$ cat src/rtl/ram_port_arbiter_pkg.sv
`default_nettype none
// ============================================================================
// Module      : ram_arb_pkg
// Description : Shared types and default widths for the RAM port arbiter.
// Revision    : 1.0  initial release
// ============================================================================
package ram_arb_pkg;

    localparam int RAM_ADDR_W = 13;
    localparam int RAM_DATA_W = 32;

    // Outstanding access: the one issued last cycle whose ack is due now
    typedef enum logic [1:0] {
        IDLE   = 2'd0,
        OUT_M0 = 2'd1,
        OUT_M1 = 2'd2
    } arb_state_e;

    typedef enum logic {
        REQ_M0 = 1'b0,
        REQ_M1 = 1'b1
    } req_id_e;

endpackage
`default_nettype wire

$ cat src/rtl/ram_port_arbiter_rr_arbiter2.sv
`default_nettype none
// ============================================================================
// Module      : rr_arbiter2
// Description : Two-input combinational round-robin picker. On a conflict the
//               requester not named by i_last_grant wins.
// Revision    : 1.0  initial release
// ============================================================================
module rr_arbiter2
    import ram_arb_pkg::*;
(
    input  logic [1:0] i_eligible,
    input  req_id_e    i_last_grant,
    output logic [1:0] o_grant,
    output logic       o_valid
);

    // One-hot grant selection
    always_comb begin
        o_grant = 2'b00;
        case (i_eligible)
            2'b01:   o_grant = 2'b01;
            2'b10:   o_grant = 2'b10;
            2'b11:   o_grant = (i_last_grant == REQ_M1) ? 2'b01 : 2'b10;
            default: o_grant = 2'b00;
        endcase
    end

    assign o_valid = |i_eligible;

endmodule
`default_nettype wire

$ cat src/rtl/ram_port_arbiter.sv
`default_nettype none
// ============================================================================
// Module      : ram_port_arbiter
// Description : Shares a single-port RAM with 1-cycle registered read data
//               between instruction fetch (m0) and load/store (m1). One access
//               per cycle, round-robin on conflicts, ack + data one cycle
//               after issue.
// Revision    : 1.0  initial release
// ============================================================================
module ram_port_arbiter
    import ram_arb_pkg::*;
#(
    parameter int ADDR_W = RAM_ADDR_W,
    parameter int DATA_W = RAM_DATA_W
) (
    input  logic                clk_i,
    input  logic                rst_i,
    input  logic                m0_req_i,
    input  logic                m0_we_i,
    input  logic [ADDR_W-1:0]   m0_adr_i,
    input  logic [DATA_W/8-1:0] m0_be_i,
    input  logic [DATA_W-1:0]   m0_dat_i,
    output logic                m0_ack_o,
    output logic [DATA_W-1:0]   m0_dat_o,
    input  logic                m1_req_i,
    input  logic                m1_we_i,
    input  logic [ADDR_W-1:0]   m1_adr_i,
    input  logic [DATA_W/8-1:0] m1_be_i,
    input  logic [DATA_W-1:0]   m1_dat_i,
    output logic                m1_ack_o,
    output logic [DATA_W-1:0]   m1_dat_o,
    output logic                ram_we_o,
    output logic [ADDR_W-1:0]   ram_adr_o,
    output logic [DATA_W/8-1:0] ram_be_o,
    output logic [DATA_W-1:0]   ram_dat_o,
    input  logic [DATA_W-1:0]   ram_dat_i
);

    arb_state_e r_state;
    req_id_e    r_last_grant;
    logic [1:0] w_eligible;
    logic [1:0] w_grant;
    logic       w_grant_valid;

    // A requester whose access is in its ack cycle is not re-issued, and
    // nothing is issued while reset is asserted.
    assign w_eligible[0] = !rst_i && m0_req_i && (r_state != OUT_M0);
    assign w_eligible[1] = !rst_i && m1_req_i && (r_state != OUT_M1);

    rr_arbiter2 u_rr (
        .i_eligible   (w_eligible),
        .i_last_grant (r_last_grant),
        .o_grant      (w_grant),
        .o_valid      (w_grant_valid)
    );

    // RAM port mirrors the granted requester, otherwise parks at zero
    always_comb begin
        ram_we_o  = 1'b0;
        ram_adr_o = '0;
        ram_be_o  = '0;
        ram_dat_o = '0;
        if (w_grant_valid && w_grant[0]) begin
            ram_we_o  = m0_we_i;
            ram_adr_o = m0_adr_i;
            ram_be_o  = m0_be_i;
            ram_dat_o = m0_dat_i;
        end else if (w_grant_valid && w_grant[1]) begin
            ram_we_o  = m1_we_i;
            ram_adr_o = m1_adr_i;
            ram_be_o  = m1_be_i;
            ram_dat_o = m1_dat_i;
        end
    end

    // Track the outstanding access and the round-robin history
    always_ff @(posedge clk_i) begin
        if (rst_i) begin
            r_state      <= IDLE;
            r_last_grant <= REQ_M1;
        end else if (w_grant_valid && w_grant[0]) begin
            r_state      <= OUT_M0;
            r_last_grant <= REQ_M0;
        end else if (w_grant_valid && w_grant[1]) begin
            r_state      <= OUT_M1;
            r_last_grant <= REQ_M1;
        end else begin
            r_state      <= IDLE;
        end
    end

    // Ack in the cycle the RAM's registered data is valid; reset in that
    // cycle discards the pending ack.
    assign m0_ack_o = (r_state == OUT_M0) && !rst_i;
    assign m1_ack_o = (r_state == OUT_M1) && !rst_i;
    assign m0_dat_o = m0_ack_o ? ram_dat_i : '0;
    assign m1_dat_o = m1_ack_o ? ram_dat_i : '0;

endmodule
`default_nettype wire

$ cat config.mk
export PLATFORM = sky130hd
export DESIGN_NAME = ram_port_arbiter
export DESIGN_NICKNAME = d
export VERILOG_FILES = /design/src/rtl/ram_port_arbiter_pkg.sv /design/src/rtl/ram_port_arbiter_rr_arbiter2.sv /design/src/rtl/ram_port_arbiter.sv
export SDC_FILE = /design/constraint.sdc
export NUM_CORES = 1
export LEC_CHECK = 0
export CORE_AREA = 10 10 89 91
export DETAILED_ROUTE_END_ITERATION = 16
export DIE_AREA = 0 0 99 101
export PLACE_DENSITY = 0.88
export SKIP_CTS_REPAIR_TIMING = 1
export SLEW_MARGIN = 20
export SYNTH_ARGS = -nofsm -noshare
export SYNTH_HDL_FRONTEND = slang
export SYNTH_SLANG_ARGS = --single-unit
$ cat constraint.sdc
create_clock -name clk_i -period 2.1 [get_ports clk_i]
set_input_delay 0.42 -clock clk_i [delete_from_list [all_inputs] [get_ports clk_i]]
set_output_delay 0.42 -clock clk_i [all_outputs]
set_load 0.01 [all_outputs]
-- Yosys cells after proc, flatten, opt, wreduce, memory -nomap -nowiden
Cells that the tools add are included.
- reductions and logical operators: 12
- equality and inequality tests: 7
- muxes and demuxes: 16
- operator list (operator ; number):
    2-to-1 mux 32 bit ; 4
    2-to-1 mux 13 bit ; 2
    logical AND 1 bit ; 8
    2-to-1 mux 4 bit ; 2
    equality test 2 bit (second input constant) ; 3
    case mux 2 bit (3 select lines) ; 1
    2-to-1 mux 1 bit ; 5
    equality test 2 x 1 -> 1 bit (second input constant) ; 2
    2-to-1 mux 2 bit ; 2
    OR reduction 2 bit ; 2
    != test 2 x 1 -> 1 bit (second input constant) ; 1
    != test 2 bit (second input constant) ; 1
    nonzero test 2 bit ; 1
    logical NOT 1 bit ; 1
- output and inout bits: 116
- logic and storage cells: 38
- input bits: 136
- bits in registers: 3

-- Logic depth before layout (Yosys ltp)
- depth in word-level cells: 8
- gate-level depth with buffers: 5
- depth with buffers taken out: 4

-- By module
A second synthesis with hierarchy kept.
- cell total of the unflattened synthesis: 157
- area total of the unflattened synthesis: 1287.5 µm²
- by module, submodules not included (module ; cells an instance ; times used ; sequential area each (µm²) ; area an instance (µm²)):
    ram_port_arbiter ; 153 ; 1 ; 60.1 ; 1262.5
    rr_arbiter2 ; 4 ; 1 ; 0.0 ; 25.0

-- Worst setup path after synthesis
OpenSTA, ideal clock, no wires.
- path type: input -> output
- from: in m1_req_i
- to: out ram_adr_o[0]
- stages: 5
- data required time: 1.680 ns
- data arrival time: 1.230 ns
- buffers on the path: 1
- setup slack: 0.450 ns
- cell sequence: nand2b_1 -> a21oi_2 -> nor3b_2 -> buf_4 -> a22o_1
- longest elaborated chain between the ends: 7
- elaborated cells on any way between the ends: 11
- classes of those cells: eq/ne (3); mux (3); reduce/logical (5)
- RTL lines (what ; line ; RTL):
    start, declared ; ram_port_arbiter.sv:25 ; input logic m1_req_i,
    logical AND 1 bit (*) (2 in series) ; ram_port_arbiter.sv:48 ; assign w_eligible[1] = !rst_i && m1_req_i && (r_state != OUT_M1);
    equality test 2 bit or equality test 2 x 1 -> 1 bit (tied branches) ; ram_port_arbiter_rr_arbiter2.sv:20 ; case (i_eligible)
    case mux 2 bit (3 select lines) ; ram_port_arbiter_rr_arbiter2.sv:20 ;
    logical AND 1 bit ; ram_port_arbiter.sv:68 ; end else if (w_grant_valid && w_grant[1]) begin
    2-to-1 mux 13 bit ; ram_port_arbiter.sv:68 ;
    2-to-1 mux 13 bit (*) ; ram_port_arbiter.sv:63 ; if (w_grant_valid && w_grant[0]) begin
    end, declared ; ram_port_arbiter.sv:33 ; output logic [ADDR_W-1:0] ram_adr_o,
Every way passes the cells marked *; elsewhere a longest branch is shown, timed or not.

-- Worst setup path after layout
- from: reg r_state[1]
- to: out ram_dat_o[21]
- longest elaborated chain between the ends: 7
- elaborated cells on any way between the ends: 13
- classes of those cells: eq/ne (5); mux (3); reduce/logical (5)
- RTL lines (what ; line ; RTL):
    start, declared ; ram_port_arbiter.sv:39 ; arb_state_e r_state;
    start signal, assigned ; ram_port_arbiter.sv:79 ; r_state <= IDLE;
    start signal, assigned ; ram_port_arbiter.sv:82 ; r_state <= OUT_M0;
    start signal, assigned ; ram_port_arbiter.sv:85 ; r_state <= OUT_M1;
    != test 2 x 1 -> 1 bit or != test 2 bit (tied branches) ; ram_port_arbiter.sv:47, ram_port_arbiter.sv:48 ;
    logical AND 1 bit, on equally long branches ; ram_port_arbiter.sv:47, ram_port_arbiter.sv:48 ;
    equality test 2 bit or equality test 2 x 1 -> 1 bit (tied branches) ; ram_port_arbiter_rr_arbiter2.sv:20 ;
    case mux 2 bit (3 select lines) ; ram_port_arbiter_rr_arbiter2.sv:20 ;
    logical AND 1 bit ; ram_port_arbiter.sv:68 ;
    2-to-1 mux 32 bit ; ram_port_arbiter.sv:68 ;
    2-to-1 mux 32 bit (*) ; ram_port_arbiter.sv:63 ;
    end, declared ; ram_port_arbiter.sv:35 ; output logic [DATA_W-1:0] ram_dat_o,
Marked as above.

==> flow_summary_export.csv <==
group,metric,value,unit
synth,synth.top_cell.area_share,38.4,%
power_and_ir_drop,pwr-share-comb,75.6,%
clock_tree,clock-sinks,3,
finish,nets,552,
finish,area_delta_synth_final,253,%
floorplanning,die_area,0.0100,mm²
clock_tree,clkTransAtPathRegs,40,ps
synth,synth_seq_cells,3,
synth,synth.largest_area_cell,"a22o_1",
synth,netlist_top_cells_area,"a22o_1 38%, and2_1 35%, dfxtp_1 5.3%",
min_path,hold_path_end,"r_last_grant",
floorplanning,row_count,29,
floorplanning,io_pins,252,
timing,skew,2.77,ps
synth,synth_cell_type_count,19,
floorplanning,start_util,18.4,%
timing,slew_headroom,83.3,%
synth,synth_commonest_cells,"64 x and2_1, 50 x a22o_1, 5 x buf_4, 5 x buf_6, 4 x buf_2",
global_route,grtUsageTotal,16.9,%
power_and_ir_drop,peakVddDrop,292,µV
flow_run,cap_violations,0,
detailed_routing,wl,10300,µm
detailed_routing,dr.pass1.iters,4,
power_and_ir_drop,switching_power,0.319,mW
setup_path,cp-start-kind,"flop",
finish,drive_gt1_share,26.0,%
global_route,grt_max_degree,34,
clock_tree,clk_root_buffer_cell,"clkbuf_8",
power_and_ir_drop,p_seq_share,6.7,%
timing,fmax,474,MHz
timing,hold_viol_final,0,
placed_design,io_buffers,251,
global_route,first_global_vias,2321,
setup_path,end_kind,"primary output",
synth,async_flop_share,0,%
setup_path,crit_type,"flop to primary output",
clock_tree,insertion_delay,220,ps
setup_path,cp.arrival,1690,ps
finish,regArea,62.6,µm²
detailed_routing,drc,0,
synth,syn_avg_cell_area,7.70,µm²
clock_tree,cts_made_buffers,3,
synth,syn-cell-area,0.00114,mm²
timing,finalCritPeriodShare,101,%
synth,post-synth-top-count-cell,"and2_1",
placed_design,gp_congestion,0.830,
power_and_ir_drop,power_leakage,2.70,nW
power_and_ir_drop,p_per_area,247,mW/mm²
floorplanning,core,0.00620,mm²
setup_path,r2r-start,"r_state[1]",
power_and_ir_drop,clkPwrFrac,17.7,%
detailed_routing,antenna_left,0,
placed_design,hpwlAfterDp,8410,µm
timing,fin_setup_tns,-22.9,ps
synth,synth_warnings,0,
global_route,gr-total-overflow,0,
setup_path,crit_required,1680,ps
power_and_ir_drop,switching_share,32.0,%
floorplanning,die_h,101,µm
detailed_routing,avgViaCountPerCell,4.64,
floorplanning,fp.dieW,99,µm
global_route,antenna_found_initial,0,
clock_tree,h-tree-depth,1,
finish,multiInputGateArea,0.00101,mm²
clock_tree,clockBufferDepth,2,
timing,fin_ws,-11.6,ps
power_and_ir_drop,internal_power,0.677,mW
synth,synth.net_count,284,
finish,post-route-util,64.9,%
finish,num_antenna_cells,0,
detailed_routing,wl_per_cell,20.8,µm
clock_tree,cts_tree,"built",
detailed_routing,vias,2284,
setup_path,worstReg2RegEnd,"r_state[0]",
detailed_routing,drtIter0Drc,36,
min_path,hold_depth,1,
run_status,status,"complete, but fails checks",
run_status,failed_checks,"negative setup slack",
setup_path,rrSetupSlack,940,ps
synth,synth_edf_count,0,
min_path,hold_class,"flop to flop",
synth,synthesis.instances,148,
finish,nFillCells,496,
timing,setup_viol,3,
min_path,min_from,"r_last_grant",
timing,finalCriticalPeriod,2110,ps
timing,grt_setup_unrepaired,"yes",
synth,synth_ff_type,"dfxtp_1",
setup_path,worstPathMaxFanout,4,
timing,slew_violations,0,
synth,ys_seq_area_share,5.27,%
timing,worst_slew_pin_slew,250,ps
global_route,grt_pass1_wl,13400,µm
setup_path,worst_r2r_path_depth,4,
cells in the final DEF, fill, tap and decap left out:
| master | instances |
|---|---|
| a21oi_4 | 2 |
| dfxtp_1 | 1 |
| a211o_1 | 1 |
| buf_6 | 18 |
| nor2_1 | 1 |
| buf_12 | 7 |
| dfxtp_2 | 2 |
| buf_4 | 13 |
| and2_4 | 3 |
| dlymetal6s2s_1 | 57 |
| clkbuf_8 | 3 |
| nor2b_4 | 1 |
| nor3b_4 | 1 |
| nand2b_4 | 2 |
| clkbuf_1 | 1 |
| and2_1 | 61 |
| buf_2 | 27 |
| nand2_1 | 2 |
| clkbuf_16 | 4 |
| clkdlybuf4s50_1 | 132 |
| nand2b_1 | 1 |
| clkbuf_2 | 21 |
| a22o_1 | 50 |
| nand2_4 | 1 |
| or2b_4 | 1 |
| nor2_4 | 2 |
registers in the layout (all words and copies together) (netlist names):
register,flops
r_state,2
r_last_grant,1
power by group through the flow:
stage | sequential [mW] | combinational [mW] | clock [mW]
3_3_place_gp | 0.0661 | 0.734 | 0
3_5_place_dp | 0.0663 | 0.745 | 0
2_1_floorplan | 0.0657 | 0.230 | 0
4_1_cts | 0.0655 | 0.748 | 0.181
5_1_grt | 0.0674 | 0.794 | 0.183
6_report | 0.0668 | 0.753 | 0.176
cell families (layout without fill, tap and decap cells):
group                  after synthesis  after routing  synth area share, %
and+or+nand+nor                     76             76                 42.7
DFF                                  3              3                 5.27
AOI/OAI and AO/OA                   53             53                 41.4
buffers and inverters               16            283                 10.6
area by class of cell:
class,count,area share (%)
Sequential cell,3,1.55
Tap cell,77,2.39
Clock buffer,4,1.12
Multi-Input combinational cell,129,25.1
Timing Repair Buffer,279,69.9
critical path, cell delays in order (launching register included):
cell and delay [ps]:
dfxtp_2 320, nand2b_4 180, a21oi_4 80, nor3b_4 280, buf_4 170, buf_6 100, buf_4 110, a22o_1 110
buf_2 120
worst max path at each step:
| stage | start | endpoint |
|---|---|---|
| 5_1_grt | r_state[1] | ram_dat_o[21] |
| 6_report | r_state[1] | ram_dat_o[21] |
| 2_1_floorplan | m1_req_i | ram_adr_o[0] |
| 3_3_place_gp | rst_i | ram_be_o[3] |
| 3_5_place_dp | m1_req_i | ram_be_o[3] |
| 4_1_cts | m1_req_i | ram_be_o[3] |
through the flow:
stage	cells	cell area [µm²]	worst slack, ps	total power [mW]	hold WS [ps]
final	492	4030	-11.6	0.996	495
after global routing	492	4030	-103	1.04	516
after CTS	475	3820	-592	0.994	481
after detailed placement	471	3780	-571	0.811	468
after global placement	471	3780	-563	0.800	469
after floorplan	148	1140	450	0.296	449
routing by layer:
metal	GRT usage [%]	up-vias	wire [µm]
met5	0	-	0
met4	4.74	0	112
met3	10.2	8	1270
met2	31.4	152	5540
met1	15.0	1044	3340
li1	-	1080	-
No activity file was read; power rests on OpenSTA's default activity.
